$ cat config.mk
export PLATFORM = sky130hd
export DESIGN_NAME = apb_serial_alu_flat
export DESIGN_NICKNAME = d
export VERILOG_FILES = /design/src/rtl/apb_serial_alu_pkg.sv /design/src/rtl/apb_serial_alu_if.sv /design/src/rtl/apb_serial_alu_engine.sv /design/src/rtl/apb_serial_alu.sv /design/src/flat_wrapper.sv
export SDC_FILE = /design/constraint.sdc
export NUM_CORES = 1
export LEC_CHECK = 0
export BUFFER_PORTS_ARGS = -buffer_cell sky130_fd_sc_hd__buf_4
export CORE_ASPECT_RATIO = 1.5
export CORE_UTILIZATION = 43
export CTS_BUF_LIST = sky130_fd_sc_hd__clkbuf_4
export DETAILED_ROUTE_END_ITERATION = 12
export GPL_TIMING_DRIVEN = 0
export MAX_ROUTING_LAYER = met4
export RECOVER_POWER = 25
export SYNTH_ARGS = -nofsm -noshare
export SYNTH_HDL_FRONTEND = slang
export SYNTH_SLANG_ARGS = --single-unit
export TNS_END_PERCENT = 20
$ cat constraint.sdc
create_clock -name PCLK -period 9.1 [get_ports PCLK]
set_input_delay 1.82 -clock PCLK [delete_from_list [all_inputs] [get_ports PCLK]]
set_output_delay 1.82 -clock PCLK [all_outputs]
set_load 0.01 [all_outputs]
$ cat src/rtl/apb_serial_alu_pkg.sv
// Shared types and constants for the APB serial ALU: operation codes,
// register offsets, STATUS/CTRL bit positions and engine states.
package apb_serial_alu_pkg;

    typedef enum logic [2:0] {
        OP_ADD = 3'd0,
        OP_SUB = 3'd1,
        OP_AND = 3'd2,
        OP_OR  = 3'd3,
        OP_XOR = 3'd4
    } alu_op_e;

    typedef enum logic [1:0] {
        ENG_IDLE = 2'd0,
        ENG_RUN  = 2'd1,
        ENG_DONE = 2'd2
    } eng_state_e;

    localparam logic [7:0] OFF_OPA    = 8'h00;
    localparam logic [7:0] OFF_OPB    = 8'h04;
    localparam logic [7:0] OFF_CTRL   = 8'h08;
    localparam logic [7:0] OFF_RESULT = 8'h0C;
    localparam logic [7:0] OFF_STATUS = 8'h10;

    localparam int ST_BUSY  = 0;
    localparam int ST_DONE  = 1;
    localparam int ST_CARRY = 2;
    localparam int ST_OVF   = 3;

    localparam int CTRL_START_BIT = 31;

    function automatic logic op_is_legal(input logic [2:0] op);
        return (op <= 3'd4);
    endfunction

endpackage

$ cat src/rtl/apb_serial_alu_if.sv
// APB completer-side bus bundle for the serial ALU; clock and reset stay
// outside the interface.
interface apb_serial_alu_if #(
    parameter int ADDR_W = 8,
    parameter int DATA_W = 32
);
    logic              PSEL;
    logic              PENABLE;
    logic              PWRITE;
    logic [ADDR_W-1:0] PADDR;
    logic [DATA_W-1:0] PWDATA;
    logic [DATA_W-1:0] PRDATA;
    logic              PREADY;
    logic              PSLVERR;

    modport master (
        output PSEL, PENABLE, PWRITE, PADDR, PWDATA,
        input  PRDATA, PREADY, PSLVERR
    );

    modport slave (
        input  PSEL, PENABLE, PWRITE, PADDR, PWDATA,
        output PRDATA, PREADY, PSLVERR
    );
endinterface

$ cat src/rtl/apb_serial_alu_engine.sv
// Chunk-serial arithmetic/logic engine: processes CHUNK bits per cycle, LSB
// chunk first, with a registered carry between chunks.
module alu_serial_engine
    import apb_serial_alu_pkg::*;
#(
    parameter int DATA_W = 32,
    parameter int CHUNK  = 4
) (
    input  logic              clk_i,
    input  logic              rst_i,
    input  logic              start_i,
    input  alu_op_e           op_i,
    input  logic [DATA_W-1:0] opa_i,
    input  logic [DATA_W-1:0] opb_i,
    output logic              busy_o,
    output logic              done_pulse_o,
    output logic [DATA_W-1:0] result_o,
    output logic              carry_o,
    output logic              ovf_o
);
    localparam int N     = DATA_W / CHUNK;
    localparam int CNT_W = (N > 1) ? $clog2(N) : 1;

    eng_state_e        state_q, state_d;
    logic [CNT_W-1:0]  cnt_q, cnt_d;
    logic              c_q, c_d;
    logic [DATA_W-1:0] result_q, result_d;
    logic              carry_q, carry_d;
    logic              ovf_q, ovf_d;

    logic              sub_s, arith_s, last_s;
    logic [CHUNK-1:0]  opa_c_s, opb_c_s, opb_eff_s, chunk_res_s;
    logic [CHUNK:0]    sum_s;

    assign sub_s     = (op_i == OP_SUB);
    assign arith_s   = (op_i == OP_ADD) || (op_i == OP_SUB);
    assign last_s    = (cnt_q == CNT_W'(N - 1));
    assign opa_c_s   = opa_i[int'(cnt_q) * CHUNK +: CHUNK];
    assign opb_c_s   = opb_i[int'(cnt_q) * CHUNK +: CHUNK];
    assign opb_eff_s = sub_s ? ~opb_c_s : opb_c_s;
    assign sum_s     = {1'b0, opa_c_s} + {1'b0, opb_eff_s} + (CHUNK + 1)'(c_q);

    always_comb begin
        chunk_res_s = '0;
        case (op_i)
            OP_ADD, OP_SUB: chunk_res_s = sum_s[CHUNK-1:0];
            OP_AND:         chunk_res_s = opa_c_s & opb_c_s;
            OP_OR:          chunk_res_s = opa_c_s | opb_c_s;
            OP_XOR:         chunk_res_s = opa_c_s ^ opb_c_s;
            default:        chunk_res_s = '0;
        endcase
    end

    // Next-state: IDLE waits for start, RUN walks the chunks, DONE lasts one cycle.
    always_comb begin
        state_d  = state_q;
        cnt_d    = cnt_q;
        c_d      = c_q;
        result_d = result_q;
        carry_d  = carry_q;
        ovf_d    = ovf_q;
        case (state_q)
            ENG_IDLE: begin
                if (start_i) begin
                    state_d = ENG_RUN;
                    cnt_d   = '0;
                    c_d     = sub_s;
                end else begin
                    state_d = ENG_IDLE;
                end
            end
            ENG_RUN: begin
                result_d[int'(cnt_q) * CHUNK +: CHUNK] = chunk_res_s;
                c_d = sum_s[CHUNK];
                if (last_s) begin
                    state_d = ENG_DONE;
                    carry_d = arith_s & sum_s[CHUNK];
                    ovf_d   = arith_s & (opa_i[DATA_W-1] == opb_eff_s[CHUNK-1])
                                      & (chunk_res_s[CHUNK-1] != opa_i[DATA_W-1]);
                end else begin
                    cnt_d = cnt_q + CNT_W'(1);
                end
            end
            ENG_DONE: state_d = ENG_IDLE;
            default:  state_d = ENG_IDLE;
        endcase
    end

    always_ff @(posedge clk_i or posedge rst_i) begin
        if (rst_i) begin
            state_q  <= ENG_IDLE;
            cnt_q    <= '0;
            c_q      <= 1'b0;
            result_q <= '0;
            carry_q  <= 1'b0;
            ovf_q    <= 1'b0;
        end else begin
            state_q  <= state_d;
            cnt_q    <= cnt_d;
            c_q      <= c_d;
            result_q <= result_d;
            carry_q  <= carry_d;
            ovf_q    <= ovf_d;
        end
    end

    // The pending start cycle already counts as busy so no write can slip in.
    assign busy_o       = start_i | (state_q == ENG_RUN);
    assign done_pulse_o = (state_q == ENG_DONE);
    assign result_o     = result_q;
    assign carry_o      = carry_q;
    assign ovf_o        = ovf_q;

endmodule

$ cat src/rtl/apb_serial_alu.sv
// APB completer front end for the serial ALU: address decode, register file,
// error responses and the RESULT-read stall while a computation is running.
module apb_serial_alu
    import apb_serial_alu_pkg::*;
#(
    parameter int DATA_W = 32,
    parameter int ADDR_W = 8,
    parameter int CHUNK  = 4
) (
    input  logic            PCLK,
    input  logic            PRESET,
    apb_serial_alu_if.slave apb,
    output logic            done_irq
);
    localparam int START_BIT = (DATA_W > CTRL_START_BIT) ? CTRL_START_BIT : DATA_W - 1;

    logic [DATA_W-1:0] opa_q, opa_d, opb_q, opb_d;
    alu_op_e           op_q, op_d;
    logic              start_q, start_d;
    logic              done_q, done_d;

    logic              eng_busy_s, eng_done_s, eng_carry_s, eng_ovf_s;
    logic [DATA_W-1:0] eng_result_s;

    logic hit_opa_s, hit_opb_s, hit_ctrl_s, hit_result_s, hit_status_s;
    logic aligned_s, mapped_s, err_s, stall_s, ready_s, commit_s;
    logic wr_commit_s, status_rd_s;
    logic [DATA_W-1:0] rd_data_s, status_s, ctrl_s;

    assign hit_opa_s    = (apb.PADDR == ADDR_W'(OFF_OPA));
    assign hit_opb_s    = (apb.PADDR == ADDR_W'(OFF_OPB));
    assign hit_ctrl_s   = (apb.PADDR == ADDR_W'(OFF_CTRL));
    assign hit_result_s = (apb.PADDR == ADDR_W'(OFF_RESULT));
    assign hit_status_s = (apb.PADDR == ADDR_W'(OFF_STATUS));
    assign aligned_s    = (apb.PADDR[1:0] == 2'b00);
    assign mapped_s     = hit_opa_s | hit_opb_s | hit_ctrl_s | hit_result_s | hit_status_s;

    always_comb begin
        err_s = 1'b0;
        if (!aligned_s || !mapped_s) begin
            err_s = 1'b1;
        end else if (apb.PWRITE) begin
            if (hit_result_s || hit_status_s) begin
                err_s = 1'b1;
            end else if (eng_busy_s) begin
                err_s = 1'b1;
            end else if (hit_ctrl_s && !op_is_legal(apb.PWDATA[2:0])) begin
                err_s = 1'b1;
            end else begin
                err_s = 1'b0;
            end
        end else begin
            err_s = 1'b0;
        end
    end

    // PREADY is gated by reset so an abandoned stalled transfer drops at once.
    assign stall_s     = !apb.PWRITE && hit_result_s && eng_busy_s;
    assign ready_s     = apb.PSEL && apb.PENABLE && !stall_s && !PRESET;
    assign commit_s    = ready_s && !err_s;
    assign wr_commit_s = commit_s && apb.PWRITE;
    assign status_rd_s = commit_s && !apb.PWRITE && hit_status_s;

    always_comb begin
        status_s           = '0;
        status_s[ST_BUSY]  = eng_busy_s;
        status_s[ST_DONE]  = done_q | eng_done_s;
        status_s[ST_CARRY] = eng_carry_s;
        status_s[ST_OVF]   = eng_ovf_s;
        ctrl_s             = '0;
        ctrl_s[2:0]        = op_q;
        rd_data_s          = '0;
        if (hit_opa_s) begin
            rd_data_s = opa_q;
        end else if (hit_opb_s) begin
            rd_data_s = opb_q;
        end else if (hit_ctrl_s) begin
            rd_data_s = ctrl_s;
        end else if (hit_result_s) begin
            rd_data_s = eng_result_s;
        end else if (hit_status_s) begin
            rd_data_s = status_s;
        end else begin
            rd_data_s = '0;
        end
    end

    assign apb.PREADY  = ready_s;
    assign apb.PSLVERR = ready_s && err_s;
    assign apb.PRDATA  = (commit_s && !apb.PWRITE) ? rd_data_s : '0;

    // Register writes; a new START wins over a completion landing on the same edge.
    always_comb begin
        opa_d   = opa_q;
        opb_d   = opb_q;
        op_d    = op_q;
        start_d = 1'b0;
        if (wr_commit_s) begin
            if (hit_opa_s) begin
                opa_d = apb.PWDATA;
            end else if (hit_opb_s) begin
                opb_d = apb.PWDATA;
            end else if (hit_ctrl_s) begin
                op_d    = alu_op_e'(apb.PWDATA[2:0]);
                start_d = apb.PWDATA[START_BIT];
            end else begin
                start_d = 1'b0;
            end
        end else begin
            start_d = 1'b0;
        end
        if (start_d) begin
            done_d = 1'b0;
        end else if (eng_done_s) begin
            done_d = 1'b1;
        end else if (status_rd_s) begin
            done_d = 1'b0;
        end else begin
            done_d = done_q;
        end
    end

    always_ff @(posedge PCLK or posedge PRESET) begin
        if (PRESET) begin
            opa_q   <= '0;
            opb_q   <= '0;
            op_q    <= OP_ADD;
            start_q <= 1'b0;
            done_q  <= 1'b0;
        end else begin
            opa_q   <= opa_d;
            opb_q   <= opb_d;
            op_q    <= op_d;
            start_q <= start_d;
            done_q  <= done_d;
        end
    end

    alu_serial_engine #(
        .DATA_W (DATA_W),
        .CHUNK  (CHUNK)
    ) u_engine (
        .clk_i        (PCLK),
        .rst_i        (PRESET),
        .start_i      (start_q),
        .op_i         (op_q),
        .opa_i        (opa_q),
        .opb_i        (opb_q),
        .busy_o       (eng_busy_s),
        .done_pulse_o (eng_done_s),
        .result_o     (eng_result_s),
        .carry_o      (eng_carry_s),
        .ovf_o        (eng_ovf_s)
    );

    assign done_irq = eng_done_s;

endmodule

$ cat src/flat_wrapper.sv
// flat-port wrapper written by rule: the top's interface ports become plain ports
module apb_serial_alu_flat import apb_serial_alu_pkg::*;
#(
    parameter int DATA_W = 32,
    parameter int ADDR_W = 8,
    parameter int CHUNK  = 4
)
  (PCLK, PRESET, done_irq, apb_PSEL, apb_PENABLE, apb_PWRITE, apb_PADDR, apb_PWDATA, apb_PRDATA, apb_PREADY, apb_PSLVERR);
  apb_serial_alu_if #(.ADDR_W(ADDR_W), .DATA_W(DATA_W)) apb_i ();
  input  logic PCLK;
  input  logic PRESET;
  output logic done_irq;
  input wire logic [$bits(apb_i.PSEL)-1:0] apb_PSEL;
  input wire logic [$bits(apb_i.PENABLE)-1:0] apb_PENABLE;
  input wire logic [$bits(apb_i.PWRITE)-1:0] apb_PWRITE;
  input wire logic [$bits(apb_i.PADDR)-1:0] apb_PADDR;
  input wire logic [$bits(apb_i.PWDATA)-1:0] apb_PWDATA;
  output wire logic [$bits(apb_i.PRDATA)-1:0] apb_PRDATA;
  output wire logic [$bits(apb_i.PREADY)-1:0] apb_PREADY;
  output wire logic [$bits(apb_i.PSLVERR)-1:0] apb_PSLVERR;
  assign apb_i.PSEL = apb_PSEL;
  assign apb_i.PENABLE = apb_PENABLE;
  assign apb_i.PWRITE = apb_PWRITE;
  assign apb_i.PADDR = apb_PADDR;
  assign apb_i.PWDATA = apb_PWDATA;
  assign apb_PRDATA = apb_i.PRDATA;
  assign apb_PREADY = apb_i.PREADY;
  assign apb_PSLVERR = apb_i.PSLVERR;
  apb_serial_alu #(.DATA_W(DATA_W), .ADDR_W(ADDR_W), .CHUNK(CHUNK)) u_core (.PCLK(PCLK), .PRESET(PRESET), .apb(apb_i), .done_irq(done_irq));
endmodule
==> reports/qor.yml, run 1 <==
synth_xor_area_share_pct: 0.8383
grt_pass1_vias: 4949
fillers: 1340
cts_setup_buffers: 0
grt_pass1_wl_um: 28310
yosysMostFrequentCell: "dfrtp_1"
synth.top_cells.by_count: "dfrtp_1, nor2_1, mux2_2, nand2_1, mux2i_1"
rsz0062_at_grt: "no"
die_w_um: 100.6
slew_violations: 53
antenna_found_initial: 1
slew_headroom_pct: -91.09
muxShareOfSynthArea_pct: 26.67
initial_utilization_pct: 44.38
syn_avg_cell_area_um2: 10.79
gp_congestion: 0.8799
synthCells: 581
p_sw_share_pct: 28.01
die_y_um: 149.9
wl_per_cell_um: 20.71
synth_cell_types: 54
power_density_mw_per_mm2: 112.3
leakagePower_uw: 0.003517
rows: 53
violations: "max-capacitance violations, max-slew violations"
synth.top_cells.by_area: "dfrtp_1, mux2_2, mux2i_1"
worst_pin_slew_ns: 2.866
synth_fa_ha_area_share_pct: 4.232
required_ns: 7.28
io_buffers: 77
area_growth_pct: 15.01
dieArea_mm2: 0.01508
cp_max_fo: 10
hp-class: "reg2reg"
worstSetupEndpointType: "output port"
synth_warnings: 0
p_sw_uw: 226.8
clock_skew_ns: 0.02081
cts.repair.resized: 0
max_cap_viol_count: 1
core_mm2: 0.01412
syn-cell-area_mm2: 0.006269
grt_max_degree: 61
ant_nets: 0
cts_tree: "built"
clk_path_buf_depth: 2
vias: 4834
synth-simple-area-share_pct: 11.98
clkTransAtPathRegs_ns: 0.16
fin_setup_tns_ns: 0
seqPwrFrac_pct: 60.7
power_frac_clock_pct: 28.9
hold_viol_final: 0
internal_power_uw: 583.0
drt_pass1_iterations: 6
routed_via_density: 5.569
pin_count: 80
fin_hold_ws_ns: 0.5011
p_comb_share_pct: 10.5
synthArstFlopShare_pct: 100.0
drt-initial-drc-count: 294
fin_crit_sh_pct: 64.57
yosys_most_used_dff: "dfrtp_1"
overflow: 0
synth_top_area_share_pct: 43.51
layout-drive-gt1-share_pct: 26.22
clock_latency_ns: 0.48
grtUsageTotal_pct: 26.32
cts-buffers-inserted: 9
max_freq_ghz: 0.1702
peakVddDrop_uv: 98.31
fin_crit_ns: 5.876
synthesis.nets: 646
drt_wl_total_um: 17970
cts_root_buffer: "clkbuf_4"
multi_input_area_mm2: 0.003323
worstSetupPathType: "in2out"
synth_top_area_cell: "dfrtp_1"
outcome: "complete, but fails checks"
fin_nets: 735
synth-compound-area-share_pct: 9.301
drc: 0
synth_top_family_by_area: "multiplexers"
critPathLaunchType: "primary input"
finalSetupViolCount: 0
hpwl_um: 13840
arrival_ns: 4.06
cts-htree-levels: 3
seq_area_frac_synth_pct: 43.51
regArea_mm2: 0.002728
cts.sinks: 109
hold_buffers: 0
synth_edf_count: 0
synth-seq-cells: 109
[path summary, 6_finish.rpt]
check | startpoint | endpoint | slack [ns] | cells after the start
hold reg to reg | u_core.u_engine.result_o[4] | u_core.u_engine.result_o[4] | 0.50 | 2
max in group asynchronous | PRESET | u_core.u_engine.result_o[29] | 4.51 | 3
min in group asynchronous | PRESET | u_core.opb_q[24] | 1.44 | 2
setup reg to reg | u_core.u_engine.cnt_q[0] | u_core.u_engine.result_o[5] | 4.50 | 13
hold / removal | u_core.u_engine.result_o[4] | u_core.u_engine.result_o[4] | 0.50 | 2
setup / recovery | apb_PADDR[2] | apb_PRDATA[24] | 3.22 | 8
[power by group through the flow]
stage                     logic (uW)  registers (uW)  clock network, uW
after global placement          83.4             500                  0
after floorplan                 49.3             499                  0
after detailed placement        86.8             500                  0
final                           84.7             491                234
after CTS                       87.1             491                238
after global routing            92.5             492                257
[cell type report]
| cell class | instances | share of cell area, % |
|---|---|---|
| clock inverter | 6 | 0.6074 |
| inverter | 20 | 1.076 |
| multi-input combinational | 422 | 46.10 |
| timing repair buffer | 78 | 8.018 |
| buffer | 30 | 1.961 |
| sequential | 109 | 37.83 |
| antenna | 1 | 0.03471 |
| tap | 192 | 3.332 |
| clock buffer | 10 | 1.041 |
[critical path: stages]
cell and delay (ns):
buf_4 0.11, buf_1 0.44, buf_1 0.81, mux2i_1 0.45
nor2_1 0.08, a21oi_1 0.14, nor2_1 0.06, buf_4 0.15
[cells by family after synthesis]
logic type | count (synthesis)
compound gates | 92
xor+xnor | 6
fa+ha+maj | 20
buf+inv | 50
flops | 109
mux | 138
simple gates | 166
[metal layers]
metal  routed length, um  track usage (%)  up-vias  part of all wire [%]
li1                    -                -     2236                     -
met5                   0                -        -                     0
met2                9224            44.25      156                    51
met1                7242            31.03     2404                    40
met4                 854            12.90        0                   4.8
met3                 653            3.270       38                   3.6
[state kept, by name, indices dropped and copies added (netlist names), 2 cells and up]
name,cells
u_core.u_engine.state_q,2
u_core.op_q,3
u_core.opa_q,32
u_core.u_engine.result_o,32
u_core.u_engine.cnt_q,3
u_core.opb_q,32
[stage by stage]
| step | cell area, um^2 | utilization, % | std cells | setup slack, ns | total power, uW |
|---|---|---|---|---|---|
| 2_1_floorplan | 6269 | - | 581 | 2.014 | 548.3 |
| 3_3_place_gp | 7087 | 50.17 | 850 | 0.6254 | 583.5 |
| 6_report | 7209 | 51.04 | 868 | 3.224 | 809.8 |
| 3_5_place_dp | 7117 | 50.39 | 851 | 3.189 | 586.9 |
| 4_1_cts | 7236 | 51.23 | 867 | 3.191 | 816.5 |
| 5_1_grt | 7209 | 51.04 | 868 | 3.064 | 841.5 |
[placed cells by master (no fill, tap or decap), types with 4 or more instances in the layout]
master,netlist,final
dfrtp_1,109,109
nor2_1,82,82
buf_4,0,76
mux2_2,52,52
nand2_1,46,46
mux2i_1,41,41
a21oi_1,37,37
mux2_1,30,30
clkbuf_1,17,20
inv_1,19,18
ha_1,18,18
o21ai_0,16,16
mux4_2,15,15
o31ai_1,10,10
clkbuf_4,0,10
nand3_1,7,7
nor2b_1,5,5
buf_2,6,5
o22a_1,5,5
a22o_1,5,5
nor3_1,4,4
buf_1,4,4
and2_1,4,4
No activity file was read; power rests on OpenSTA's default activity.
==> run 2: changes to the inputs <==
Clock period 9.1 ns to 4.71 ns, I/O delays scaled along.
==> run 2 against run 1 <==
Against the previous run: the flow now finishes without violations; critical path depth up 1; count of clock-buffer cells in the layout unchanged; utilization up 0.50 points; clock skew up 0.0060 ns; highest routed layer unchanged; wire length up 0.46%; critical path type unchanged.
==> reports/qor.yml, run 2 (synthesized netlist as in run 1, its figures left out) <==
fin_hold_ws_ns: 0.4872
rows: 53
gp_congestion: 0.8954
cts-htree-levels: 3
hold_buffers: 0
cts_tree: "built"
max_freq_ghz: 0.2325
cts_setup_buffers: 0
initial_utilization_pct: 44.38
fin_crit_ns: 4.300
fillers: 1302
core_mm2: 0.01412
wl_per_cell_um: 20.78
rsz0062_at_grt: "no"
drc: 0
max_cap_viol_count: 0
critPathLaunchType: "primary input"
overflow: 0
grt_pass1_vias: 4993
placed_area_mm2: 0.007131
power_density_mw_per_mm2: 221.7
arrival_ns: 3.36
fin_nets: 737
worstSetupEndpointType: "output port"
drt_pass1_iterations: 4
cpPeakStageDelay_ns: 0.44
drt_wl_total_um: 18060
seqPwrFrac_pct: 58.8
clock_skew_ns: 0.02678
ant_nets: 0
p_sw_share_pct: 26.63
dieArea_mm2: 0.01508
p_sw_uw: 429.9
clock_latency_ns: 0.47
slew_headroom_pct: 31.16
finalSetupViolCount: 0
area_growth_pct: 16.15
postLayoutCellArea_mm2: 0.007281
cts_root_buffer: "clkbuf_4"
worst_pin_slew_ns: 1.033
clkTransAtPathRegs_ns: 0.18
grtUsageTotal_pct: 26.18
clk_path_buf_depth: 2
final_common_cell: "dfrtp_1"
worst_path_max_delay_cell: "nand4b_1"
p_comb_share_pct: 10.4
slew_violations: 0
die_w_um: 100.6
drt-initial-drc-count: 315
cts.repair.resized: 0
regArea_mm2: 0.002728
outcome: "finished clean"
cts.sinks: 109
layout-drive-gt1-share_pct: 26.78
die_y_um: 149.9
routed_via_density: 5.503
final_cell_mix: "dfrtp_1, nor2_1, buf_4"
vias: 4782
grt_max_degree: 43
pin_count: 80
cts-buffers-inserted: 9
internal_power_uw: 1184
path_cells: "buf_4 -> clkinvlp_4 -> buf_12 -> buf_12 -> and3_1 -> nand4b_1 -> clkbuf_1 -> nor2_1 -> buf_4"
hold_viol_final: 0
fin_crit_sh_pct: 91.30
multi_input_area_mm2: 0.003323
leakagePower_uw: 0.003549
cp_max_fo: 42
timing.final.ws_setup_ns: 0.4098
antenna_found_initial: 1
peakVddDrop_uv: 123.9
hpwl_um: 13890
dp_slack_ns: 0.03712
io_buffers: 77
worstSetupPathType: "in2out"
power_frac_clock_pct: 30.8
grt_pass1_wl_um: 27990
hp-class: "in2async"
required_ns: 3.77
run 2: final timing paths:
kind	cells past startpoint	startpoint	slack, ns	endpoint
worst max-delay path	9	PRESET	0.41	apb_PRDATA[26]
worst min-delay path	2	PRESET	0.49	u_core.opb_q[12]
worst max register to register	13	u_core.u_engine.cnt_q[1]	0.43	u_core.u_engine.result_o[5]
worst min register to register	2	u_core.u_engine.result_o[7]	0.50	u_core.u_engine.result_o[7]
max in group asynchronous	4	PRESET	3.38	u_core.u_engine.state_q[0]
min in group PCLK	2	u_core.u_engine.result_o[7]	0.50	u_core.u_engine.result_o[7]
run 2: metrics by stage:
| step | instances | util (%) | setup TNS [ns] | total power (uW) |
|---|---|---|---|---|
| 5_1_grt | 869 | 51.55 | 0 | 1677 |
| 2_1_floorplan | 581 | - | 0 | 1060 |
| 3_3_place_gp | 850 | 50.20 | -42.27 | 1128 |
| 3_5_place_dp | 852 | 50.48 | 0 | 1135 |
| 6_report | 869 | 51.55 | 0 | 1614 |
| 4_1_cts | 867 | 51.49 | 0 | 1626 |
run 2: power by group through the flow:
stage	clock network, uW	registers [uW]	logic [uW]
after floorplan	0	964	95.5
after global placement	0	966	162
after detailed placement	0	966	168
after CTS	507	949	169
after global routing	543	951	184
final	497	949	168
run 2: routing by layer:
| layer | vias to the layer above | track usage [%] | share of wire [%] | routed length (um) |
|---|---|---|---|---|
| met3 | 31 | 2.569 | 2.9 | 519 |
| met5 | - | - | 0 | 0 |
| li1 | 2250 | - | - | - |
| met2 | 121 | 45.24 | 52 | 9435 |
| met1 | 2380 | 30.69 | 40 | 7299 |
| met4 | 0 | 11.74 | 4.4 | 803 |
run 2: critical path, delay by kind of cell:
kind	cells	cell delay [ns]
buf+inv	6	1.51
simple gates	3	0.85
run 2: area by class of cell:
cell class | count | share of cell area (%)
Antenna cell | 1 | 0.03437
Sequential cell | 109 | 37.46
Clock inverter | 5 | 0.9280
Multi-Input combinational cell | 422 | 45.64
Timing Repair inverter | 1 | 0.06874
Timing Repair Buffer | 79 | 8.489
Tap cell | 192 | 3.300
Inverter | 20 | 1.083
Clock buffer | 10 | 1.031
Buffer | 30 | 1.959
